### config.mk
export PLATFORM = sky130hd
export DESIGN_NAME = mem_arbiter_flat
export DESIGN_NICKNAME = d
export VERILOG_FILES = /design/src/rtl/mem_arbiter_if.sv /design/src/rtl/mem_arbiter.sv /design/src/flat_wrapper.sv
export SDC_FILE = /design/constraint.sdc
export NUM_CORES = 1
export LEC_CHECK = 0
export BUFFER_PORTS_ARGS = -buffer_cell sky130_fd_sc_hd__buf_4
export CORE_MARGIN = 3
export CORE_UTILIZATION = 49
export CTS_BUF_LIST = sky130_fd_sc_hd__clkbuf_16
export DETAILED_ROUTE_END_ITERATION = 7
export PLACE_DENSITY = 0.79
export SLEW_MARGIN = 20
export SYNTH_ARGS = -nofsm -noshare
export SYNTH_HDL_FRONTEND = slang
export SYNTH_SLANG_ARGS = --single-unit
### constraint.sdc
create_clock -name clock -period 2 [get_ports clock]
set_clock_uncertainty 0.2 [all_clocks]
set_input_delay 0.1 -clock clock [delete_from_list [all_inputs] [get_ports clock]]
set_output_delay 0.1 -clock clock [all_outputs]
set_load 0.005 [all_outputs]
### src/rtl/mem_arbiter_if.sv
// mem_arbiter_if: requester ports and memory-side bus of the two-port memory arbiter.
interface mem_arbiter_if;
    logic        if_req;
    logic [31:0] if_addr;
    logic        if_ack;
    logic [31:0] if_rdata;
    logic        if_err;
    logic        d_req;
    logic        d_we;
    logic [3:0]  d_be;
    logic [31:0] d_addr;
    logic [31:0] d_wdata;
    logic        d_ack;
    logic [31:0] d_rdata;
    logic        d_err;
    logic        mem_enable;
    logic        mem_rw;
    logic [31:0] mem_ain;
    logic [31:0] mem_din;
    logic [31:0] mem_dout;
    logic        busy;
    modport slave (
        input  if_req, if_addr, d_req, d_we, d_be, d_addr, d_wdata, mem_dout,
        output if_ack, if_rdata, if_err, d_ack, d_rdata, d_err,
               mem_enable, mem_rw, mem_ain, mem_din, busy
    );
    modport master (
        output if_req, if_addr, d_req, d_we, d_be, d_addr, d_wdata, mem_dout,
        input  if_ack, if_rdata, if_err, d_ack, d_rdata, d_err,
               mem_enable, mem_rw, mem_ain, mem_din, busy
    );
endinterface

### src/rtl/mem_arbiter.sv
// mem_arbiter: round-robin fetch/data arbiter and sequencer for a single-port word memory,
// with byte-to-word addressing and read-modify-write for partial stores.
module mem_arbiter #(
    parameter int MEM_WORDS = 1024
) (
    input logic          clock,
    input logic          reset,
    mem_arbiter_if.slave bus
);
    localparam logic [2:0] IDLE = 3'd0, READ = 3'd1, CAPTURE = 3'd2, WRITE = 3'd3, DONE = 3'd4;
    logic [2:0]  state_q, state_d, grant_state;
    logic        port_q, port_d, last_q, last_d, we_q, we_d, err_q, err_d;
    logic [3:0]  be_q, be_d;
    logic [31:0] wdata_q, wdata_d, if_rdata_q, if_rdata_d, d_rdata_q, d_rdata_d;
    logic [31:0] mem_ain_q, mem_ain_d, mem_din_q, mem_din_d;
    logic        sel, bad, st_we;
    logic [31:0] addr, mask;
    always_comb begin
        sel = (bus.if_req && bus.d_req) ? !last_q : bus.d_req;
        addr = sel ? bus.d_addr : bus.if_addr;
        bad = (addr[1:0] != 2'b00) || (addr[31:2] >= 30'(MEM_WORDS));
        st_we = sel && bus.d_we;
        grant_state = bad ? DONE : !st_we ? READ : bus.d_be == 4'hF ? WRITE : bus.d_be == 4'h0 ? DONE : READ;
        mask = {{8{be_q[3]}}, {8{be_q[2]}}, {8{be_q[1]}}, {8{be_q[0]}}};
        state_d = state_q;
        port_d = port_q;
        last_d = last_q;
        we_d = we_q;
        be_d = be_q;
        err_d = err_q;
        wdata_d = wdata_q;
        if_rdata_d = if_rdata_q;
        d_rdata_d = d_rdata_q;
        mem_ain_d = mem_ain_q;
        mem_din_d = mem_din_q;
        if (state_q == IDLE) begin
            if (bus.if_req || bus.d_req) begin
                state_d = grant_state;
                port_d = sel;
                last_d = sel;
                we_d = st_we;
                be_d = bus.d_be;
                err_d = bad;
                wdata_d = bus.d_wdata;
                mem_ain_d = (grant_state == READ || grant_state == WRITE) ? {2'b00, addr[31:2]} : mem_ain_q;
                mem_din_d = (grant_state == WRITE) ? bus.d_wdata : mem_din_q;
            end
        end else if (state_q == READ) begin
            state_d = CAPTURE;
        end else if (state_q == CAPTURE) begin
            state_d = we_q ? WRITE : DONE;
            mem_din_d = we_q ? ((wdata_q & mask) | (bus.mem_dout & ~mask)) : mem_din_q;
            if_rdata_d = (!we_q && !port_q) ? bus.mem_dout : if_rdata_q;
            d_rdata_d = (!we_q && port_q) ? bus.mem_dout : d_rdata_q;
        end else if (state_q == WRITE) begin
            state_d = DONE;
        end else begin
            state_d = IDLE;
        end
    end
    // last_q resets to the data port so the first tie goes to fetch
    always_ff @(posedge clock) begin
        if (reset) begin
            state_q <= IDLE;
            port_q <= 1'b0;
            last_q <= 1'b1;
            we_q <= 1'b0;
            be_q <= 4'h0;
            err_q <= 1'b0;
            wdata_q <= '0;
            if_rdata_q <= '0;
            d_rdata_q <= '0;
            mem_ain_q <= '0;
            mem_din_q <= '0;
        end else begin
            state_q <= state_d;
            port_q <= port_d;
            last_q <= last_d;
            we_q <= we_d;
            be_q <= be_d;
            err_q <= err_d;
            wdata_q <= wdata_d;
            if_rdata_q <= if_rdata_d;
            d_rdata_q <= d_rdata_d;
            mem_ain_q <= mem_ain_d;
            mem_din_q <= mem_din_d;
        end
    end
    assign bus.if_ack = (state_q == DONE) && !port_q;
    assign bus.d_ack = (state_q == DONE) && port_q;
    assign bus.if_err = bus.if_ack && err_q;
    assign bus.d_err = bus.d_ack && err_q;
    assign bus.if_rdata = if_rdata_q;
    assign bus.d_rdata = d_rdata_q;
    assign bus.mem_enable = (state_q == READ) || (state_q == WRITE);
    assign bus.mem_rw = state_q == WRITE;
    assign bus.mem_ain = mem_ain_q;
    assign bus.mem_din = mem_din_q;
    assign bus.busy = state_q != IDLE;
endmodule
### src/flat_wrapper.sv
// flat-port wrapper written by rule: the top's interface ports become plain ports
module mem_arbiter_flat 
#(
    parameter int MEM_WORDS = 1024
)
  (clock, reset, bus_if_req, bus_if_addr, bus_d_req, bus_d_we, bus_d_be, bus_d_addr, bus_d_wdata, bus_mem_dout, bus_if_ack, bus_if_rdata, bus_if_err, bus_d_ack, bus_d_rdata, bus_d_err, bus_mem_enable, bus_mem_rw, bus_mem_ain, bus_mem_din, bus_busy);
  mem_arbiter_if bus_i ();
  input logic clock;
  input logic reset;
  input wire logic [$bits(bus_i.if_req)-1:0] bus_if_req;
  input wire logic [$bits(bus_i.if_addr)-1:0] bus_if_addr;
  input wire logic [$bits(bus_i.d_req)-1:0] bus_d_req;
  input wire logic [$bits(bus_i.d_we)-1:0] bus_d_we;
  input wire logic [$bits(bus_i.d_be)-1:0] bus_d_be;
  input wire logic [$bits(bus_i.d_addr)-1:0] bus_d_addr;
  input wire logic [$bits(bus_i.d_wdata)-1:0] bus_d_wdata;
  input wire logic [$bits(bus_i.mem_dout)-1:0] bus_mem_dout;
  output wire logic [$bits(bus_i.if_ack)-1:0] bus_if_ack;
  output wire logic [$bits(bus_i.if_rdata)-1:0] bus_if_rdata;
  output wire logic [$bits(bus_i.if_err)-1:0] bus_if_err;
  output wire logic [$bits(bus_i.d_ack)-1:0] bus_d_ack;
  output wire logic [$bits(bus_i.d_rdata)-1:0] bus_d_rdata;
  output wire logic [$bits(bus_i.d_err)-1:0] bus_d_err;
  output wire logic [$bits(bus_i.mem_enable)-1:0] bus_mem_enable;
  output wire logic [$bits(bus_i.mem_rw)-1:0] bus_mem_rw;
  output wire logic [$bits(bus_i.mem_ain)-1:0] bus_mem_ain;
  output wire logic [$bits(bus_i.mem_din)-1:0] bus_mem_din;
  output wire logic [$bits(bus_i.busy)-1:0] bus_busy;
  assign bus_i.if_req = bus_if_req;
  assign bus_i.if_addr = bus_if_addr;
  assign bus_i.d_req = bus_d_req;
  assign bus_i.d_we = bus_d_we;
  assign bus_i.d_be = bus_d_be;
  assign bus_i.d_addr = bus_d_addr;
  assign bus_i.d_wdata = bus_d_wdata;
  assign bus_i.mem_dout = bus_mem_dout;
  assign bus_if_ack = bus_i.if_ack;
  assign bus_if_rdata = bus_i.if_rdata;
  assign bus_if_err = bus_i.if_err;
  assign bus_d_ack = bus_i.d_ack;
  assign bus_d_rdata = bus_i.d_rdata;
  assign bus_d_err = bus_i.d_err;
  assign bus_mem_enable = bus_i.mem_enable;
  assign bus_mem_rw = bus_i.mem_rw;
  assign bus_mem_ain = bus_i.mem_ain;
  assign bus_mem_din = bus_i.mem_din;
  assign bus_busy = bus_i.busy;
  mem_arbiter #(.MEM_WORDS(MEM_WORDS)) u_core (.clock(clock), .reset(reset), .bus(bus_i));
endmodule
==> impl_metrics.yaml, run 1 <==
route:
  drc: 0
  dr_total_vias: 7538
  drt_pre_antenna_iters: 5
  drt.antenna.violating_nets: 0
  initial_drt_markers: 720
  finalWirelength_um: 25500
  vias_per_cell: 5.42
  post_drt_wl_per_cell_um: 18.3
setup_path:
  start_kind: "primary input"
  critical_path_arrival_ns: 2.16
  rr_worst_depth: 7
  worst_flop_to_flop_path_startpoint: "u_core.last_q"
  critical_path.reg2reg.endpoint: "u_core.bus.mem_din[16]"
  crit_start: "bus_d_be[1]"
  setup.worst_path.class: "in2reg"
  path_max_fanout: 22
  required_ns: 2.09
  endpoint_kind: "register"
  timing.reg2reg.setup_slack_ns: 0
timing:
  final-setup-viol-count: 2
  setup_ws_ns: -0.0691
  setup_total_negative_slack_ns: -0.0699
  fin_crit_ns: 2.07
  worst_slew_pin_tran_ns: 0.599
  rsz0062_at_grt: "true"
  timing.final.max_slew_violations: 0
  fmax_ghz: 0.483
  final_hold_violation_count: 0
  final_min_period_over_clock_period_pct: 103
  slew_headroom_pct: 60.0
min_path:
  min_path_cells: 6
  min_path_type: "in2reg"
  timing.hold.worst_endpoint: "u_core.we_q"
  worst_hold_startpoint: "bus_if_req"
synthesis:
  synthesis.yosys.warnings: 0
  synth-main-ff-cell: "sky130_fd_sc_hd__dfxtp_1"
  yosys.cell_types.count: 39
  synthDominantAreaCellType: "sky130_fd_sc_hd__dfxtp_1"
  post_synth_main_area_contributors: "sky130_fd_sc_hd__dfxtp_1, sky130_fd_sc_hd__nand2_1, sky130_fd_sc_hd__a21oi_1"
  synth_edf_count: 0
  syn_area_per_cell_um2: 8.22
  post_synth_instance_area_um2: 7040
  synth_sequential_area_ratio_pct: 48.0
  async_reset_ff_share_pct: 0
  yosys.area.top_type_share_pct: 48.0
  post_synth_inst_count: 857
  postSynthRegisterBits: 169
finish:
  multi_input_comb_area_um2: 3400
  finish.utilization_pct: 79.0
  antennaDiodeCount: 0
  drive_gt1_share_pct: 29.1
  layout.nets: 1336
  syn2layout_area_growth_pct: 56.8
  final-seq-area_um2: 3390
  final.fill_count: 924
  layout.cells.non_filler: 1392
global_route:
  grt_max_degree: 74
  via_count_of_the_first_global_routing_pass: 7113
  grt_antenna_before_repair: 0
  globalRouteOverflowTotal: 0
  wire_length_of_the_first_global_routing_pass_um: 38400
  global_route.usage.total_pct: 30.1
clocking:
  tritoncts.num_buffers: 17
  cts_tree: "built"
  cts-htree-levels: 4
  cts_sinks: 169
  clk_transition_reported_paths_ns: 0.06
  clock_latency_ns: 0.43
  clock_tree.root_cell: "sky130_fd_sc_hd__clkbuf_16"
  clock_path_buffers: 2
placement:
  place.detailed.hpwl_um: 15600
  io_buffer_count: 269
  place.detailed.instances: 1260
  gp_routability_congestion: 0.876
power_and_ir_drop:
  ir_drop_v: 0.000712
  p_per_area_nw_per_um2: 745
  static-leakage-power_uw: 0.00473
  post-layout-total-power_uw: 8230
die:
  placement_rows: 43
  top_level_ports: 272
  die_height_um: 126
  die_area_um2: 15800
  placeableCoreArea_um2: 14000
  floorplan.initialDensity_pct: 50.3
  dieWidth_um: 126
job:
  max_cap_viol_count: 0
status:
  status: "finished with violations"
  violated_checks: "negative setup slack"
[kinds of logic (layout without fill, tap and decap cells)]
group / count (synthesis) / after routing / share of synthesized area, %
AND/OR/NAND/NOR: 365 / 365 / 23.7
AO/OA/AOI/OAI: 202 / 202 / 17.4
flip-flops: 169 / 169 / 48.0
buffers and inverters: 78 / 432 / 4.83
multiplexers: 42 / 42 / 5.97
other: 1 / 2 / 0.0533
[per-stage QoR]
| step | hold slack [ns] | area, um2 | worst slack [ns] |
|---|---|---|---|
| after floorplan | 0.0360 | 7050 | 0.210 |
| after global placement | 0.156 | 9340 | -0.00104 |
| after detailed placement | 0.166 | 9340 | -0.0761 |
| after CTS | 0.00432 | 10900 | 0.00630 |
| after global routing | 0.0370 | 11000 | -0.0903 |
| final | 0.0171 | 11000 | -0.0691 |
[routing by layer]
layer,track usage [%],part of all wire (%),vias up
li1,-,-,3617
met4,10.4,2.7,0
met1,41.1,42,3487
met5,0,0,-
met3,8.69,8.5,60
met2,46.0,47,374
[worst max-delay path: stages]
cell and delay, ns:
sky130_fd_sc_hd__dlygate4sd3_1 0.57, sky130_fd_sc_hd__buf_4 0.15, sky130_fd_sc_hd__or4_1 0.50, sky130_fd_sc_hd__o22a_2 0.25, sky130_fd_sc_hd__buf_12 0.17, sky130_fd_sc_hd__a2111oi_0 0.41
[power breakdown]
group | switching, uW | leakage (uW) | internal (uW) | total, uW
clock network | 1390 | 0.000283 | 1970 | 3360
registers | 88.7 | 0.00137 | 3470 | 3560
logic | 657 | 0.00308 | 651 | 1310
[registers in the layout, summed over array words and instances, names as in the netlist]
signal               cells
u_core.bus.d_rdata      32
u_core.bus.if_rdata     32
u_core.bus.mem_din      32
u_core.wdata_q          32
u_core.bus.mem_ain      30
u_core.be_q              4
u_core.state_q           3
u_core.err_q             1
u_core.last_q            1
u_core.port_q            1
u_core.we_q              1
[Yosys cell counts (10+ instances only)]
master and count:
sky130_fd_sc_hd__nand2_1 240, sky130_fd_sc_hd__dfxtp_1 169, sky130_fd_sc_hd__a21oi_1 147, sky130_fd_sc_hd__clkbuf_1 58, sky130_fd_sc_hd__mux2i_1 42, sky130_fd_sc_hd__nor2_1 42, sky130_fd_sc_hd__a211o_1 32, sky130_fd_sc_hd__nand4b_1 32
sky130_fd_sc_hd__and2_1 24, sky130_fd_sc_hd__buf_2 11, sky130_fd_sc_hd__a311oi_1 10, sky130_fd_sc_hd__nor4_1 10
[final cells by class]
cell class	instances	area share (%)
Clock buffer	17	3.85
Clock inverter	15	1.56
Inverter	2	0.0680
Multi-Input combinational cell	611	30.8
Sequential cell	169	30.7
Tap cell	180	2.04
Timing Repair Buffer	398	31.1
[what timing repair did]
action	in CTS	in global routing
cloned	0	4
buffers inserted	0	3
pin swaps	0	34
resized for setup	1	13
endpoints found under the hold margin	142	0
hold buffers	93	0
setup endpoints to repair	1	66
[placed cells by master, fill, tap and decap left out, types with 3 or more instances in the layout]
cell type,instances
sky130_fd_sc_hd__buf_4,286
sky130_fd_sc_hd__nand2_1,239
sky130_fd_sc_hd__dfxtp_1,167
sky130_fd_sc_hd__a21oi_1,146
sky130_fd_sc_hd__dlygate4sd3_1,93
sky130_fd_sc_hd__mux2i_1,42
sky130_fd_sc_hd__nor2_1,41
sky130_fd_sc_hd__a211o_1,32
sky130_fd_sc_hd__nand4b_1,32
sky130_fd_sc_hd__and2_1,24
sky130_fd_sc_hd__clkbuf_16,20
sky130_fd_sc_hd__buf_12,11
sky130_fd_sc_hd__nor4_1,10
sky130_fd_sc_hd__a311oi_1,10
sky130_fd_sc_hd__buf_6,5
sky130_fd_sc_hd__inv_6,4
sky130_fd_sc_hd__nor2_4,3
sky130_fd_sc_hd__nand4_1,3
sky130_fd_sc_hd__o21ai_0,3
sky130_fd_sc_hd__bufinv_16,3
sky130_fd_sc_hd__clkinvlp_4,3
sky130_fd_sc_hd__clkinv_1,3
[worst max-delay path by stage]
stage                                  end  slack (ns)
finish                   u_core.state_q[2]       -0.07
global route         u_core.bus.mem_din[5]       -0.09
CTS                 u_core.bus.mem_ain[20]       0.006
detailed placement  u_core.bus.mem_din[20]       -0.08
global placement     u_core.bus.mem_ain[9]      -0.001
floorplan           u_core.bus.mem_din[10]        0.21
(Power assumes the default switching activity.)
==> run 2, diff against run 1 <==
--- a/config.mk
+++ b/config.mk
@@ -5,12 +5,13 @@
 export SDC_FILE = /design/constraint.sdc
 export NUM_CORES = 1
 export LEC_CHECK = 0
+export ABC_AREA = 1
 export BUFFER_PORTS_ARGS = -buffer_cell sky130_fd_sc_hd__buf_4
 export CORE_MARGIN = 3
-export CORE_UTILIZATION = 49
+export CORE_UTILIZATION = 50
 export CTS_BUF_LIST = sky130_fd_sc_hd__clkbuf_16
 export DETAILED_ROUTE_END_ITERATION = 7
-export PLACE_DENSITY = 0.79
+export PLACE_DENSITY = 0.8
 export SLEW_MARGIN = 20
 export SYNTH_ARGS = -nofsm -noshare
 export SYNTH_HDL_FRONTEND = slang
==> impl_metrics.yaml, run 2 <==
status:
  status: "finished with violations"
  violated_checks: "negative setup slack"
synthesis:
  netlist_top_cells_count: "sky130_fd_sc_hd__nand2_1, sky130_fd_sc_hd__nor2_1, sky130_fd_sc_hd__dfxtp_1"
  yosys.area.top_type_share_pct: 45.1
  async_reset_ff_share_pct: 0
  multiplexer_area_fraction_after_synthesis_pct: 1.20
  synth_sequential_area_ratio_pct: 45.1
  largest_family_of_logic_cells_by_synthesized_area: "simple AND/OR/NAND/NOR gates"
  synthesis.yosys.warnings: 0
  post_synth_inst_count: 1090
  yosys.cell_types.count: 29
  postSynthRegisterBits: 169
  synth_simple_gate_area_share_pct: 28.7
  synth-main-ff-cell: "sky130_fd_sc_hd__dfxtp_1"
  syn_area_per_cell_um2: 6.88
  post_synth_main_area_contributors: "sky130_fd_sc_hd__dfxtp_1, sky130_fd_sc_hd__nand2_1, sky130_fd_sc_hd__nor2_1"
  synth_xor_xnor_area_share_pct: 0
  synthDominantAreaCellType: "sky130_fd_sc_hd__dfxtp_1"
  post_synth_instance_area_um2: 7500
  synth_area_in_compound_gates_pct: 14.3
  synth_edf_count: 0
  yosysMostFrequentCell: "sky130_fd_sc_hd__nand2_1"
  synth_adder_area_share_pct: 0
route:
  dr_total_vias: 8325
  initial_drt_markers: 546
  finalWirelength_um: 25100
  vias_per_cell: 5.10
  drc: 0
  top_metal_layer_carrying_routed_signals: "met4"
  m1WireLength_um: 10200
  drt.antenna.violating_nets: 0
  drt_pre_antenna_iters: 6
  wl_met3_um: 1980
  post_drt_wl_per_cell_um: 15.4
  wl_met2_um: 12000
die:
  floorplan.initialDensity_pct: 51.4
  placement_rows: 44
  top_level_ports: 272
  dieWidth_um: 128
  die_height_um: 128
  die_area_um2: 16500
  placeableCoreArea_um2: 14600
timing:
  slew_headroom_pct: 62.0
  hold_ws_ns: 0.0522
  fin_crit_ns: 2.19
  setup_total_negative_slack_ns: -7.46
  final_hold_violation_count: 0
  final_min_period_over_clock_period_pct: 110
  timing.final.max_slew_violations: 0
  setup_ws_ns: -0.190
  worst_slew_pin_tran_ns: 0.569
  rsz0062_at_grt: "true"
  final-setup-viol-count: 64
  fmax_ghz: 0.457
finish:
  layout.cells.most_common: "sky130_fd_sc_hd__buf_4"
  syn2layout_area_growth_pct: 51.6
  final-seq-area_um2: 3380
  layout.cells.non_filler: 1633
  multi_input_comb_area_um2: 3390
  final_cell_mix: "sky130_fd_sc_hd__buf_4, sky130_fd_sc_hd__nand2_1, sky130_fd_sc_hd__nor2_1"
  layout.nets: 1571
  drive_gt1_share_pct: 25.3
  final.fill_count: 1033
clocking:
  cts_tree: "built"
  cts-htree-levels: 4
  tritoncts.num_buffers: 17
  cts_sinks: 169
  clock_path_buffers: 2
  clock_latency_ns: 0.43
  clk_transition_reported_paths_ns: 0.07
  clock_tree.root_cell: "sky130_fd_sc_hd__clkbuf_16"
placement:
  gp_routability_congestion: 0.867
  place.detailed.instances: 1501
  placement.setup.worst_slack_ns: -0.179
  io_buffer_count: 269
  place.detailed.hpwl_um: 15800
setup_path:
  critical_path_arrival_ns: 2.31
  required_ns: 2.12
  start_kind: "register"
  endpoint_kind: "register"
  setup.worst_path.class: "reg2reg"
  path_max_fanout: 36
power_and_ir_drop:
  post-layout-total-power_uw: 10100
  ir_drop_v: 0.000733
  p_per_area_nw_per_um2: 887
  static-leakage-power_uw: 0.00561
min_path:
  min_path_type: "in2reg"
global_route:
  via_count_of_the_first_global_routing_pass: 7900
  grt_antenna_before_repair: 0
  globalRouteOverflowTotal: 0
  global_route.usage.total_pct: 29.0
  wire_length_of_the_first_global_routing_pass_um: 38700
  grt_max_degree: 93
job:
  max_cap_viol_count: 0
-- run 2: changes by cell type in the layout (fill, tap and decap cells not counted), moves of 10 or more --
cell,change
sky130_fd_sc_hd__a211o_1,-32
sky130_fd_sc_hd__a211oi_1,+23
sky130_fd_sc_hd__a21oi_1,-97
sky130_fd_sc_hd__a311oi_1,-10
sky130_fd_sc_hd__and2_1,-24
sky130_fd_sc_hd__and3_1,+19
sky130_fd_sc_hd__inv_1,+112
sky130_fd_sc_hd__mux2i_1,-33
sky130_fd_sc_hd__nand3_1,+35
sky130_fd_sc_hd__nand4b_1,-32
sky130_fd_sc_hd__nor2_1,+156
sky130_fd_sc_hd__nor4_1,-10
sky130_fd_sc_hd__o21ai_0,+112
-- run 2: final cells by class --
| class | count | share of cell area, % |
|---|---|---|
| multi-input cells | 731 | 29.9 |
| flip-flops and latches | 169 | 29.8 |
| repair buffers | 397 | 29.3 |
| inverters | 118 | 3.91 |
| clock buffers | 17 | 3.74 |
| well taps | 184 | 2.03 |
| clock inverters | 15 | 1.37 |
| diodes | 2 | 0.0440 |
-- run 2: cells by family (layout without fill, tap and decap cells) --
logic type	after synthesis	after routing
AND/OR/NAND/NOR	520	521
AO/OA/AOI/OAI	199	199
buffers and inverters	192	547
flip-flops	169	169
multiplexers	9	9
other	1	4
-- run 2: final timing paths --
check                                       startpoint                endpoint  slack (ns)  cells past startpoint
worst max-delay path                     u_core.last_q   u_core.bus.mem_din[2]       -0.19                     13
worst min-delay path                    bus_d_addr[31]            u_core.err_q        0.05                      8
worst max register to register           u_core.last_q   u_core.bus.mem_din[2]       -0.19                     13
worst min register to register  u_core.bus.if_rdata[1]  u_core.bus.if_rdata[1]        0.25                      2
-- run 2: what timing repair did --
| item | in CTS | in global routing |
|---|---|---|
| pin swaps | 4 | 4 |
| hold buffers | 90 | 0 |
| setup buffers | 3 | 0 |
| endpoints found under the setup margin | 62 | 66 |
| cloned | 3 | 2 |
| hold endpoints to repair | 145 | 0 |
| resized for setup | 20 | 5 |
-- run 2: per-layer routing --
| metal | vias to the layer above | GRT usage (%) |
|---|---|---|
| met4 | 0 | 13.4 |
| met5 | - | 0 |
| li1 | 4125 | - |
| met3 | 78 | 7.76 |
| met1 | 3776 | 35.1 |
| met2 | 346 | 48.2 |
-- run 2: power by group --
part	leakage, uW	total (uW)	switching (uW)	internal, uW
Sequential	0.00138	4010	238	3780
Combinational	0.00394	2810	1540	1270
Clock	0.000290	3260	1490	1770
-- run 2: worst max-delay path, cell delays in order (launching register included) --
cell and delay [ns]:
sky130_fd_sc_hd__dfxtp_2 0.38, sky130_fd_sc_hd__nand2_8 0.10, sky130_fd_sc_hd__clkbuf_16 0.17, sky130_fd_sc_hd__nand3_1 0.09
sky130_fd_sc_hd__nand2_1 0.06, sky130_fd_sc_hd__nor2_1 0.14, sky130_fd_sc_hd__nand3_1 0.13, sky130_fd_sc_hd__nor2_2 0.15
sky130_fd_sc_hd__nand3_1 0.10, sky130_fd_sc_hd__nand2_2 0.10, sky130_fd_sc_hd__nand2_4 0.07, sky130_fd_sc_hd__buf_12 0.18
sky130_fd_sc_hd__nor2_1 0.13, sky130_fd_sc_hd__nor2_1 0.07
-- run 2: metrics by stage --
| step | utilization, % | area, um2 |
|---|---|---|
| global route | 77.9 | 11400 |
| floorplan | - | 7500 |
| finish | 77.9 | 11400 |
| CTS | 77.6 | 11300 |
| global placement | 66.6 | 9710 |
| detailed placement | 66.6 | 9710 |
==> run 3, diff against run 2 <==
==> constraint.sdc (replaced) <==
create_clock -name clock -period 2 [get_ports clock]
set_clock_uncertainty 0.2 [all_clocks]
set_input_delay 0 -clock clock [delete_from_list [all_inputs] [get_ports clock]]
set_output_delay 0 -clock clock [all_outputs]
set_load 0.005 [all_outputs]
==> impl_metrics.yaml, run 3 (same netlist as run 2, synthesis figures left out) <==
die:
  placeableCoreArea_um2: 14600
  die_area_um2: 16500
  floorplan.initialDensity_pct: 51.4
  top_level_ports: 272
  dieWidth_um: 128
  die_height_um: 128
  placement_rows: 44
placement:
  place.detailed.hpwl_um: 15700
  io_buffer_count: 269
  place.detailed.instances: 1500
  gp_routability_congestion: 0.857
timing:
  timing.final.max_slew_violations: 0
  worst_slew_pin_tran_ns: 0.789
  setup_ws_ns: -0.928
  rsz0062_at_grt: "true"
  fin_crit_ns: 2.93
  final-setup-viol-count: 66
  final_hold_violation_count: 0
  final_min_period_over_clock_period_pct: 146
  slew_headroom_pct: 45.9
  fmax_ghz: 0.342
clocking:
  cts_sinks: 169
  clock_latency_ns: 0.44
  clk_transition_reported_paths_ns: 0.08
  clock_tree.root_cell: "sky130_fd_sc_hd__clkbuf_16"
  cts-htree-levels: 4
  cts_tree: "built"
  clock_path_buffers: 2
  tritoncts.num_buffers: 17
status:
  status: "finished with violations"
  violated_checks: "design-rule violations, negative setup slack"
route:
  finalWirelength_um: 33100
  drc: 2
  initial_drt_markers: 884
  dr_total_vias: 9410
  drt_pre_antenna_iters: 8
  drt.antenna.violating_nets: 0
  post_drt_wl_per_cell_um: 19.7
  vias_per_cell: 5.59
setup_path:
  critical_path_arrival_ns: 3.05
  path_max_fanout: 8
  start_kind: "register"
  required_ns: 2.12
  setup.worst_path.class: "reg2reg"
  endpoint_kind: "register"
finish:
  syn2layout_area_growth_pct: 60.1
  final.fill_count: 823
  drive_gt1_share_pct: 27.5
  final_cell_mix: "sky130_fd_sc_hd__buf_4, sky130_fd_sc_hd__nand2_1, sky130_fd_sc_hd__nor2_1"
  finish.utilization_pct: 82.3
  layout.nets: 1620
  layout.cells.non_filler: 1683
  layout.cells.most_common: "sky130_fd_sc_hd__buf_4"
global_route:
  grt_antenna_before_repair: 2
  global_route.usage.total_pct: 33.9
  via_count_of_the_first_global_routing_pass: 8998
  globalRouteOverflowTotal: 0
  grt_max_degree: 93
  wire_length_of_the_first_global_routing_pass_um: 44800
power_and_ir_drop:
  static-leakage-power_uw: 0.00586
  ir_drop_v: 0.000764
  p_per_area_nw_per_um2: 879
  post-layout-total-power_uw: 10600
min_path:
  min_path_type: "in2reg"
job:
  max_cap_viol_count: 0
==> run 3: cell count changes in the layout (fill, tap and decap cells not counted), sizes merged <==
cell,before,now
clkbuf,18,17
clkinv,8,7
buf,306,314
diode,2,3
inv,124,125
dlygate4sd3,90,130
nand2,239,241
==> run 3: worst paths after layout <==
kind,from,end,slack (ns),depth (start not counted)
max,u_core.last_q,u_core.bus.mem_ain[1],-0.93,14
min,bus_if_req,u_core.bus.mem_ain[5],0.08,7
max reg2reg,u_core.last_q,u_core.bus.mem_ain[1],-0.93,14
min reg2reg,u_core.bus.if_rdata[0],u_core.bus.if_rdata[0],0.25,2
==> run 3: through the flow <==
stage	hold slack (ns)	TNS (ns)	setup slack, ns	area, um2
2_1_floorplan	-0.0651	-0.00113	-0.00113	7500
3_3_place_gp	0.0423	-6.17	-0.115	9690
3_5_place_dp	0.0543	-10.87	-0.239	9690
4_1_cts	0.00414	-5.61	-0.130	11800
5_1_grt	0.0807	-48.18	-1.03	12000
6_report	0.0792	-46.18	-0.928	12000
==> run 3: area by class of cell <==
| cell class | instances | area [um2] | area share (%) |
|---|---|---|---|
| repair buffers | 444 | 3790 | 31.6 |
| multi-input cells | 733 | 3540 | 29.5 |
| flip-flops and latches | 169 | 3390 | 28.2 |
| inverters | 118 | 444 | 3.70 |
| clock buffers | 17 | 425 | 3.54 |
| well taps | 184 | 230 | 1.92 |
| clock inverters | 15 | 175 | 1.46 |
| diodes | 3 | 7.51 | 0.0626 |
==> run 3: where the power goes <==
part | switching [uW] | internal, uW | leakage (uW)
Combinational | 1790 | 1360 | 0.00418
Clock | 1570 | 1790 | 0.000295
Sequential | 262 | 3780 | 0.00138
Total | 3620 | 6930 | 0.00586
==> run 3: timing repair <==
action,in CTS,in global routing
hold endpoints to repair,149,0
hold buffers,130,0
cloned,5,4
endpoints found under the setup margin,62,69
gates resized for setup,19,54
pin swaps,2,28
buffers inserted,5,7
==> run 3: layer usage <==
| layer | up-vias | global-route usage [%] | routed length, um |
|---|---|---|---|
| met5 | - | 0 | 14 |
| met4 | 2 | 21.8 | 2750 |
| met3 | 281 | 10.1 | 4020 |
| met2 | 681 | 55.3 | 14700 |
| met1 | 4218 | 38.8 | 11600 |
| li1 | 4228 | - | - |
==> run 3: critical path, stage by stage, from the launching register on <==
cell and delay, ns:
sky130_fd_sc_hd__dfxtp_4 0.38, sky130_fd_sc_hd__nand2_8 0.15, sky130_fd_sc_hd__buf_12 0.13, sky130_fd_sc_hd__nand2_8 0.07, sky130_fd_sc_hd__nand2_1 0.25, sky130_fd_sc_hd__nand2_1 0.31
sky130_fd_sc_hd__nor2_2 0.24, sky130_fd_sc_hd__nand2_1 0.15, sky130_fd_sc_hd__nor2_2 0.17, sky130_fd_sc_hd__nand3_2 0.11, sky130_fd_sc_hd__nor2_2 0.13, sky130_fd_sc_hd__nand3_2 0.14
sky130_fd_sc_hd__buf_6 0.18, sky130_fd_sc_hd__nor2_1 0.12, sky130_fd_sc_hd__nor2_1 0.06
